**src/rtl/match_controller.sv**
```systemverilog
// Pong match sequencer: turns ball-out events into scoreboard goal strobes and
// drives the ball through serve, goal-pause, pause and game-over phases.
module match_controller #(
  parameter int MAX_SCORE    = 9,
  parameter int SERVE_FRAMES = 60,
  parameter int GOAL_FRAMES  = 90
) (
  input  logic       px_clk,
  input  logic       reset,
  input  logic       frame_tick,
  input  logic       start,
  input  logic       pause,
  input  logic       out_left,
  input  logic       out_right,
  output logic       goal_ply1,
  output logic       goal_ply2,
  output logic       score_clr,
  output logic       serve,
  output logic       ball_dir,
  output logic       freeze,
  output logic [1:0] winner,
  output logic [2:0] state
);

  localparam logic [2:0] S_IDLE   = 3'b000;
  localparam logic [2:0] S_SERVE  = 3'b001;
  localparam logic [2:0] S_PLAY   = 3'b010;
  localparam logic [2:0] S_PAUSED = 3'b011;
  localparam logic [2:0] S_GOAL   = 3'b100;
  localparam logic [2:0] S_OVER   = 3'b101;

  localparam logic [3:0] MAX_S   = 4'(MAX_SCORE);
  localparam logic [7:0] SERVE_N = 8'(SERVE_FRAMES);
  localparam logic [7:0] GOAL_N  = 8'(GOAL_FRAMES);

  logic [2:0] state_q, state_d;
  logic       start_q, pause_q;
  logic [3:0] s1_q, s1_d, s2_q, s2_d;
  logic [7:0] fc_q, fc_d;
  logic       g1_q, g1_d, g2_q, g2_d;
  logic       serve_q, serve_d;
  logic       dir_q, dir_d;
  logic [1:0] win_q, win_d;
  logic       clr_q, frz_q;

  logic       start_e, pause_e;
  logic [3:0] s1_inc, s2_inc;

  function automatic logic [3:0] sat_inc(input logic [3:0] s);
    return (s >= MAX_S) ? MAX_S : s + 4'd1;
  endfunction

  assign start_e = start & ~start_q;
  assign pause_e = pause & ~pause_q;
  assign s1_inc  = sat_inc(s1_q);
  assign s2_inc  = sat_inc(s2_q);

  always_comb begin
    state_d = state_q;
    fc_d    = fc_q;
    s1_d    = s1_q;
    s2_d    = s2_q;
    g1_d    = g1_q;
    g2_d    = g2_q;
    serve_d = 1'b0;
    dir_d   = dir_q;
    win_d   = win_q;
    case (state_q)
      S_IDLE: begin
        if (start_e) begin
          state_d = S_SERVE;
          fc_d    = SERVE_N;
          dir_d   = 1'b0;
        end
      end
      S_SERVE: begin
        if (frame_tick) begin
          if (fc_q == 8'd0) begin
            serve_d = 1'b1;
            state_d = S_PLAY;
          end else begin
            fc_d = fc_q - 8'd1;
          end
        end
      end
      S_PLAY: begin
        // out_left outranks out_right when both arrive together
        if (out_left) begin
          s2_d    = s2_inc;
          g2_d    = 1'b1;
          dir_d   = 1'b0;
          fc_d    = GOAL_N;
          state_d = S_GOAL;
          if (s2_inc == MAX_S) win_d = 2'b10;
        end else if (out_right) begin
          s1_d    = s1_inc;
          g1_d    = 1'b1;
          dir_d   = 1'b1;
          fc_d    = GOAL_N;
          state_d = S_GOAL;
          if (s1_inc == MAX_S) win_d = 2'b01;
        end else if (pause_e) begin
          state_d = S_PAUSED;
        end
      end
      S_PAUSED: begin
        if (pause_e) state_d = S_PLAY;
      end
      S_GOAL: begin
        // strobe is held until the slow scoreboard clock has seen a frame edge
        if (frame_tick) begin
          g1_d = 1'b0;
          g2_d = 1'b0;
          if (fc_q == 8'd0) begin
            if (win_q != 2'b00) begin
              state_d = S_OVER;
            end else begin
              state_d = S_SERVE;
              fc_d    = SERVE_N;
            end
          end else begin
            fc_d = fc_q - 8'd1;
          end
        end
      end
      S_OVER: begin
        if (start_e) state_d = S_IDLE;
      end
      default: begin
        state_d = S_IDLE;
        g1_d    = 1'b0;
        g2_d    = 1'b0;
      end
    endcase
    if (state_d == S_IDLE) begin
      s1_d  = 4'd0;
      s2_d  = 4'd0;
      win_d = 2'b00;
    end
  end

  always_ff @(posedge px_clk) begin
    if (reset) begin
      state_q <= S_IDLE;
      start_q <= 1'b0;
      pause_q <= 1'b0;
      s1_q    <= 4'd0;
      s2_q    <= 4'd0;
      fc_q    <= 8'd0;
      g1_q    <= 1'b0;
      g2_q    <= 1'b0;
      serve_q <= 1'b0;
      dir_q   <= 1'b0;
      win_q   <= 2'b00;
      clr_q   <= 1'b1;
      frz_q   <= 1'b1;
    end else begin
      state_q <= state_d;
      start_q <= start;
      pause_q <= pause;
      s1_q    <= s1_d;
      s2_q    <= s2_d;
      fc_q    <= fc_d;
      g1_q    <= g1_d;
      g2_q    <= g2_d;
      serve_q <= serve_d;
      dir_q   <= dir_d;
      win_q   <= win_d;
      clr_q   <= (state_d == S_IDLE);
      frz_q   <= (state_d != S_PLAY);
    end
  end

  assign state     = state_q;
  assign goal_ply1 = g1_q;
  assign goal_ply2 = g2_q;
  assign score_clr = clr_q;
  assign serve     = serve_q;
  assign ball_dir  = dir_q;
  assign freeze    = frz_q;
  assign winner    = win_q;

endmodule

```
**config.mk**
```make
export PLATFORM = sky130hd
export DESIGN_NAME = match_controller
export DESIGN_NICKNAME = d
export VERILOG_FILES = /design/src/rtl/match_controller.sv
export SDC_FILE = /design/constraint.sdc
export NUM_CORES = 1
export LEC_CHECK = 0
export ABC_AREA = 1
export BUFFER_PORTS_ARGS = -buffer_cell sky130_fd_sc_hd__buf_2
export CORE_ASPECT_RATIO = 0.7
export CORE_MARGIN = 1.5
export CORE_UTILIZATION = 60
export DETAILED_ROUTE_END_ITERATION = 8
export PLACE_DENSITY = 0.81
export SLEW_MARGIN = 5
export SYNTH_ARGS = -nofsm -noshare
export SYNTH_HDL_FRONTEND = slang
export SYNTH_SLANG_ARGS = --single-unit
```
**constraint.sdc**
```tcl
create_clock -name px_clk -period 4.1 [get_ports px_clk]
set_input_delay 0.615 -clock px_clk [delete_from_list [all_inputs] [get_ports px_clk]]
set_output_delay 0.615 -clock px_clk [all_outputs]
set_load 0.02 [all_outputs]
```
== Yosys cells after proc, flatten, opt, wreduce, memory -nomap -nowiden ==
Cells that the tools add are included.
Word-level totals
  register bits after elaboration: 29
  input port bits: 7
  output and inout bits: 11
Cells by class
  add/subtract/negate cells: 3
  magnitude comparators: 2
  equality and inequality tests: 18
  multiplexer cells: 37
  bitwise logic cells: 8
  reductions and logical operators: 18
Operators with widths (count)
  $mux 8: 8
  $mux 3: 11
  $pmux 8 s4: 1
  $pmux 3 s6: 1
  $ne 2x2->1 const B: 7
  $reduce_and 3->1: 3
  $add 4x1->4 const B: 2
  $eq 4x4->1 const B: 2
  $ge 4x4->1 const B: 2
  $logic_not 8->1: 1
  $mux 2: 4
  $mux 4: 2
  $reduce_and 4->1: 2
  $reduce_bool 2->1: 4
  $sub 8x1->8 const B: 1
  $mux 1: 7
  $reduce_and 7->1: 1
  $eq 3x2->1 const B: 2
  $eq 3x3->1 const B: 2
  $logic_not 3->1: 2
  $ne 3x3->1 const B: 2
  $not 1->1: 6
  $pmux 1 s3: 2
  $reduce_bool 4->1: 1
  9 further kinds: 10

== Logic depth before layout (Yosys ltp) ==
Gate-level depths: netlist of run 1.
  depth after elaboration: 8
  depth in mapped cells: 13

== Worst setup path after synthesis of run 1 ==
OpenSTA, ideal clock, no wires.
  kind: register to register
  from: register state_q[0], in the netlist state[0]
  to: register s2_q[3]
  data arrival time: 1.448 ns
  slack: 2.534 ns
  cell stages (with the launch flop): 12
  path buffers: 0
  clock period less this slack: 1.566 ns
  cell sequence: dfxtp_1 -> inv_2 -> nand2_2 -> nor2_2 -> nand2_2 -> nor2_2 -> nor2_2 -> nand2_1 -> nand2_2 -> nand2_4 -> nor2_8 -> nor2_2
On the way
  cells in the longest elaborated chain, start to end: 6
  elaborated cells between the ends (all ways): 20
Ends and longest elaborated chain
  start: declaration: RTL line 36  | logic [2:0] state_q, state_d;
  start signal: assignment: RTL line 158  | state_q <= state_d;
  $mux 3: RTL line 102  | end else if (pause_e) begin
  $mux 3: RTL line 95  | end else if (out_right) begin
  $mux 3: RTL line 88  | if (out_left) begin
  $pmux 3 s6: RTL line 68  | case (state_q)
  $logic_not 3->1: RTL line 135  | if (state_d == S_IDLE) begin
  $reduce_or 2->1 (no line)
  end signal: assignment: RTL line 148  | s2_q <= 4'd0;
  end signal: assignment: RTL line 162  | s2_q <= s2_d;
  end: declaration: RTL line 38  | logic [3:0] s1_q, s1_d, s2_q, s2_d;
Several ways; a longest one is shown, not always the timed one.
A chain may end at the register's enable or synchronous reset.

== Worst setup path after layout of run 1 ==
  from: register fc_q[1]
  to: register s1_q[1]
On the way
  cells in the longest elaborated chain, start to end: 6
  elaborated cells between the ends (all ways): 8
Ends and longest elaborated chain
  start: declaration: RTL line 39  | logic [7:0] fc_q, fc_d;
  start signal: assignment: RTL line 149  | fc_q <= 8'd0;
  start signal: assignment: RTL line 163  | fc_q <= fc_d;
  $logic_not 8->1 *: RTL line 78, 114
  $mux 3 (on tied branches): RTL line 114, 78
  $mux 3 (on tied branches): RTL line 111, 77
  $pmux 3 s6 *: RTL line 68
  $logic_not 3->1 *: RTL line 135
  $reduce_or 2->1 (no line) *
  end signal: assignment: RTL line 147  | s1_q <= 4'd0;
  end signal: assignment: RTL line 161  | s1_q <= s1_d;
  end: declaration: RTL line 38
Mark *: on every way between the ends. The rest lies on a longest branch, timed or not.

==> results.toml, run 1 <==
[flow_run]
cap_violations = 0

[sta]
setup_viol = 0
tightestPinTransition_ps = 379.3
slew_headroom_pct = 74.68
period_share_pct = 43.31
finalHoldViolations = 0
finalSetupTns_ps = 0
fin_skew_ps = 4.845
min_period_ps = 1776
fmax_ghz = 0.5631
drv_slew = 0
rsz0062_at_grt = "no"

[floorplanning]
die_h_um = 49.78
die_w_um = 69.83
start_util_pct = 65.06
fp.coreArea_um2 = 2883
row_count = 16
ios = 18
dieArea_um2 = 3476

[cells_and_area]
layout_commonest_cell = "nand2_1"
fin_util_pct = 72.22
nets = 315
nFillCells = 261
syn_to_final_growth_pct = 11.01
final_cells = 338
layout_common_cells = "79 x nand2_1, 36 x inv_1, 29 x dfxtp_1"
drive_gt1_share_pct = 21.19
fin_area_um2 = 2082
antenna_cells = 0

[power]
pwr-share-comb_pct = 53.5
p_per_area_nw_per_um2 = 623.5
p_seq_share_pct = 29.5
swShare_pct = 48.25
p_switching_mw = 0.6264
intPower_mw = 0.6718
total_power_mw = 1.298
p_leak_nw = 1.030
power_frac_clock_pct = 17.0
ir_worst_vdd_mv = 0.3500

[clock_tree]
cts_tree = "yes"
cts.sinks = 29
hold_buffers = 0
insertion_delay_ps = 270
cts_buffers = 5
cts_max_level = 2
post_cts_buffers = 0
root_buffer = "clkbuf_8"
clk_pin_slew_ps = 60
clock_path_buffers = 2
cts_resized = 0

[worst_setup_path]
startpoint = "fc_q[1]$_SDFFE_PP0P_"
path_max_fanout = 10
crit_chain = "inv_1 -> ha_1 -> nand2_2 -> nor2_8 -> nand3_1 -> nand2_1 -> nand2_1 -> nand2_2 -> nand2_4 -> nor2_8 -> nor2_2"
timing.rr.start = "fc_q[1]$_SDFFE_PP0P_"
required_ps = 4270
cp_slowest_stage_delay_ps = 340
cp-end-kind = "register"
critical_path.slowest_cell = "dfxtp_1"
setup.worst_path.class = "reg2reg"
cp.depth = 11
r2r-end = "s1_q[1]$_SDFFE_PP0P_"
critPathCapture = "s1_q[1]$_SDFFE_PP0P_"
cp_top_family = "simple AND/OR/NAND/NOR gates"
startpoint_type = "register"
arrival_ps = 1940
critPathBufInv = 1
reg2reg_depth = 11
rrSetupSlack_ps = 2320

[synthesis]
postSynthCellCount = 278
yosysSeqAreaShare_pct = 30.95
synth-seq-cells = 29
syn-cell-area_um2 = 1876
synth_cell_types = 27
syn_area_per_cell_um2 = 6.747
ys_warn_count = 0
syn-num-nets = 292

[drt]
drcViolationCount = 0
vias = 1798
drt-pass1-iter-count = 5
drtIter0Drc = 109
drtAntennaViolNets = 0
drt-total-wl_um = 4183
viasPerCell = 5.320
wire_per_inst_um = 12.38

[hold_path]
hold_path_startpoint = "goal_ply1$_SDFFE_PP0P_"
hp-class = "reg2reg"

[global_route]
antenna_found_initial = 0
grt_pass1_wl_um = 7362
grt_max_degree = 14
grt_pass1_vias = 1630
grt_use_total_pct = 26.59
overflow = 0

[placed_design]
routabilityCongestion = 0.8983
place_area_um2 = 2002
io_buffers = 17
place_inst = 330
dp_hpwl_um = 3243

[status]
status = "completed"
## per-stage QoR
step	hold slack (ps)	setup slack (ps)
floorplan	454.4	2534
global placement	448.0	2366
detailed placement	463.4	2332
CTS	473.7	2345
global route	477.6	2163
finish	470.3	2324
## synthesized netlist by cell type (all sizes together)
cell | count | share of area, %
a21oi | 17 | 4.5
a31oi | 1 | 0.33
a41oi | 1 | 0.47
clkbuf | 1 | 0.20
dfxtp | 29 | 31
ha | 7 | 4.7
inv | 42 | 8.4
nand2 | 88 | 19
nand3 | 21 | 7.7
nand3b | 3 | 1.2
nand4 | 5 | 2.0
nor2 | 43 | 13
nor3 | 1 | 0.87
o21a | 2 | 0.80
o21ai | 12 | 3.2
o31ai | 1 | 0.40
or2 | 1 | 0.33
xor2 | 3 | 1.4
## logic make-up after synthesis
kind of cell               after synthesis  share of synthesized area (%)
and+or+nand+nor                        162                          44.63
buffers and inverters                   43                          8.605
AOI/OAI and AO/OA                       34                          9.740
adders and majority gates                7                          4.670
xor gates and xnor gates                 3                          1.401
DFF                                     29                          30.95
## tightest hold or removal path, cell delays in order, from the launching register on
cell	delay [ps]
dfxtp_1	310
nand2_1	60
a21oi_1	50
## metal layers
metal / global-route usage [%] / routed length (um)
met5: 0 / 0
met4: 4.808 / 27
met3: 8.180 / 375
met2: 36.98 / 1639
met1: 40.35 / 2141
## sequential cells by signal, summed over array words and instances, names as in the netlist
name and count:
ball_dir 1, fc_q 8, freeze 1, goal_ply1 1, goal_ply2 1, pause_q 1, s1_q 4, s2_q 4
score_clr 1, serve 1, start_q 1, state 3, winner 2
## layout make-up
| type | count | area, um2 | share of cell area (%) |
|---|---|---|---|
| Multi-Input combinational cell | 206 | 1134 | 54.45 |
| Inverter | 42 | 157.7 | 7.572 |
| Timing Repair Buffer | 17 | 85.08 | 4.087 |
| Clock buffer | 8 | 80.08 | 3.846 |
| Tap cell | 36 | 45.04 | 2.163 |
| Sequential cell | 29 | 580.6 | 27.88 |
## worst min-delay path by stage
stage / to / cells after the start
floorplan: fc_q[1]$_SDFFE_PP0P_ / 2
global placement: goal_ply1$_SDFFE_PP0P_ / 2
detailed placement: goal_ply1$_SDFFE_PP0P_ / 2
CTS: goal_ply1$_SDFFE_PP0P_ / 2
global route: goal_ply1$_SDFFE_PP0P_ / 2
finish: goal_ply1$_SDFFE_PP0P_ / 2
## power groups by stage
stage,Sequential [mW],Combinational (mW),Clock [mW]
after floorplan,0.392,0.541,0
after global placement,0.385,0.678,0
after detailed placement,0.387,0.680,0
after CTS,0.382,0.686,0.223
after global routing,0.390,0.791,0.233
final,0.383,0.695,0.221
Power figures use the tool's default switching activity.
==> run 2, diff against run 1 <==
--- a/config.mk
+++ b/config.mk
@@ -9,9 +9,9 @@
 export BUFFER_PORTS_ARGS = -buffer_cell sky130_fd_sc_hd__buf_2
 export CORE_ASPECT_RATIO = 0.7
 export CORE_MARGIN = 1.5
-export CORE_UTILIZATION = 60
+export CORE_UTILIZATION = 59
 export DETAILED_ROUTE_END_ITERATION = 8
-export PLACE_DENSITY = 0.81
+export PLACE_DENSITY = 0.79
 export SLEW_MARGIN = 5
 export SYNTH_ARGS = -nofsm -noshare
 export SYNTH_HDL_FRONTEND = slang
==> constraint.sdc (replaced) <==
create_clock -name px_clk -period 1.8 [get_ports px_clk]
set_input_delay 0.27 -clock px_clk [delete_from_list [all_inputs] [get_ports px_clk]]
set_output_delay 0.27 -clock px_clk [all_outputs]
set_load 0.02 [all_outputs]
==> run 2 against run 1 <==
Cell count is 0.89% higher. Fmax is 1.7% higher. Hold slack worse by 250 ps. Global-route usage is 0.42 points lower. Final area is 2.6% higher. Combinational power grew to 2.5 times the previous value. Total power is 140% higher. First-iteration DRC count is 14% higher. Via count is 1.4% lower. Critical path type unchanged. Largest power group unchanged.
==> results.toml, run 2 (same netlist as run 1, synthesis figures left out) <==
[cells_and_area]
layout_common_cells = "79 x nand2_1, 36 x inv_1, 29 x dfxtp_1"
largest_reg_flops = 8
layout_commonest_cell = "nand2_1"
top_register = "fc_q"
drive_gt1_share_pct = 22.95
antenna_cells = 0
syn_to_final_growth_pct = 13.94
top_regs = "fc_q (8), s1_q (4), s2_q (4)"
nets = 319

[clock_tree]
hold_buffers = 0
cts_buffers = 5
clk_pin_slew_ps = 60
cts_max_level = 2
clock_path_buffers = 2
insertion_delay_ps = 280
cts.sinks = 29
root_buffer = "clkbuf_8"
cts_tree = "yes"

[power]
total_power_mw = 3.141
ir_worst_vdd_mv = 0.7901
p_switching_mw = 1.470
swShare_pct = 46.80
p_seq_share_pct = 27.7
p_leak_nw = 1.055
intPower_mw = 1.671
pwr-share-comb_pct = 55.6
power_frac_clock_pct = 16.7
p_per_area_nw_per_um2 = 1470

[sta]
finalSetupTns_ps = 0
fmax_ghz = 0.5725
drv_slew = 0
fin_skew_ps = 2.092
finalHoldViolations = 0
setup_viol = 0
rsz0062_at_grt = "no"
slew_headroom_pct = 76.19
period_share_pct = 97.04
min_period_ps = 1747
tightestPinTransition_ps = 356.7

[worst_setup_path]
cp-end-kind = "register"
critPathMostFrequentCell = "nand2_2"
startpoint_type = "register"
critPathBufInv = 2
critical_path.slowest_cell = "dfxtp_1"
required_ps = 1970
arrival_ps = 1910
cp_top_family = "simple AND/OR/NAND/NOR gates"
crit_chain = "inv_1 -> ha_2 -> nand2_2 -> nor2_8 -> buf_12 -> nand3_2 -> nand3b_1 -> nand2_2 -> nand2_4 -> nor2_4 -> nor2_2"
setup.worst_path.class = "reg2reg"
path_max_fanout = 6
cp_slowest_stage_delay_ps = 360

[drt]
drt-pass1-iter-count = 5
drcViolationCount = 0
drt-total-wl_um = 4296
wire_per_inst_um = 12.60
vias = 1772
drtIter0Drc = 124
drtAntennaViolNets = 0
viasPerCell = 5.196

[hold_path]
hp-class = "in2reg"

[global_route]
antenna_found_initial = 0
grt_max_degree = 13
overflow = 0
grt_pass1_vias = 1551
grt_use_total_pct = 26.17
grt_pass1_wl_um = 7127

[floorplanning]
die_h_um = 50.17
row_count = 16
fp.coreArea_um2 = 2903
start_util_pct = 64.61
dieArea_um2 = 3531
ios = 18
die_w_um = 70.39

[placed_design]
routabilityCongestion = 0.9492
io_buffers = 17
dp_hpwl_um = 3185

[status]
status = "completed"

[flow_run]
cap_violations = 0
run 2: final cells by class:
class / instances / area, um2
Multi-Input combinational cell: 207 / 1147
Fill cell: 258 / 765.7
Sequential cell: 29 / 580.6
Inverter: 42 / 157.7
Timing Repair Buffer: 20 / 120.1
Clock buffer: 7 / 86.33
Tap cell: 36 / 45.04
run 2: worst paths after layout:
check	from	end	slack, ps	cells after the start
setup reg to reg	fc_q[0]$_SDFFE_PP0P_	s2_q[3]$_SDFFE_PP0P_	50	11
hold / removal	start	start_q$_SDFF_PP0_	220	3
setup / recovery	fc_q[0]$_SDFFE_PP0P_	s2_q[3]$_SDFFE_PP0P_	50	11
hold reg to reg	ball_dir$_SDFFE_PP0P_	ball_dir$_SDFFE_PP0P_	460	2
run 2: layer usage:
layer  vias up  share of wire (%)  global-route usage, %
met5         -                  0                      0
li1        932                  -                      -
met1       768                 54                  40.35
met2        66                 38                  35.53
met4         0                1.0                  7.692
met3         6                7.3                  6.225
run 2: stage by stage:
| stage | area [um2] | hold slack, ps | cells | setup WS, ps | utilization (%) |
|---|---|---|---|---|---|
| after global placement | 2017 | 447.7 | 332 | 139.3 | 69.48 |
| after floorplan | 1876 | 339.1 | 278 | 233.7 | - |
| after global routing | 2137 | 241.8 | 341 | 7.416 | 73.62 |
| after detailed placement | 2017 | 452.6 | 332 | 92.31 | 69.48 |
| after CTS | 2103 | 213.3 | 339 | 73.63 | 72.46 |
| final | 2137 | 217.7 | 341 | 53.37 | 73.62 |
run 2: power groups by stage:
| stage | clock (mW) | combinational [mW] | sequential, mW |
|---|---|---|---|
| final | 0.525 | 1.75 | 0.870 |
| after global routing | 0.557 | 1.95 | 0.885 |
| after CTS | 0.536 | 1.55 | 0.870 |
| after detailed placement | 0 | 1.55 | 0.883 |
| after global placement | 0 | 1.54 | 0.880 |
| after floorplan | 0 | 1.23 | 0.894 |
run 2: worst reg2reg max path: stages, from the launching register on:
cell      delay [ps]
dfxtp_1          360
inv_1             90
ha_2             220
nand2_2          130
nor2_8            60
buf_12           130
nand3_2           70
nand3b_1         120
nand2_2          150
nand2_4          100
nor2_4           190
nor2_2            50
run 2: repair_timing:
| item | CTS | global route |
|---|---|---|
| resized for setup | 0 | 1 |
| setup buffers | 0 | 1 |
| endpoints found under the setup margin | 0 | 10 |
| hold endpoints to repair | 0 | 0 |
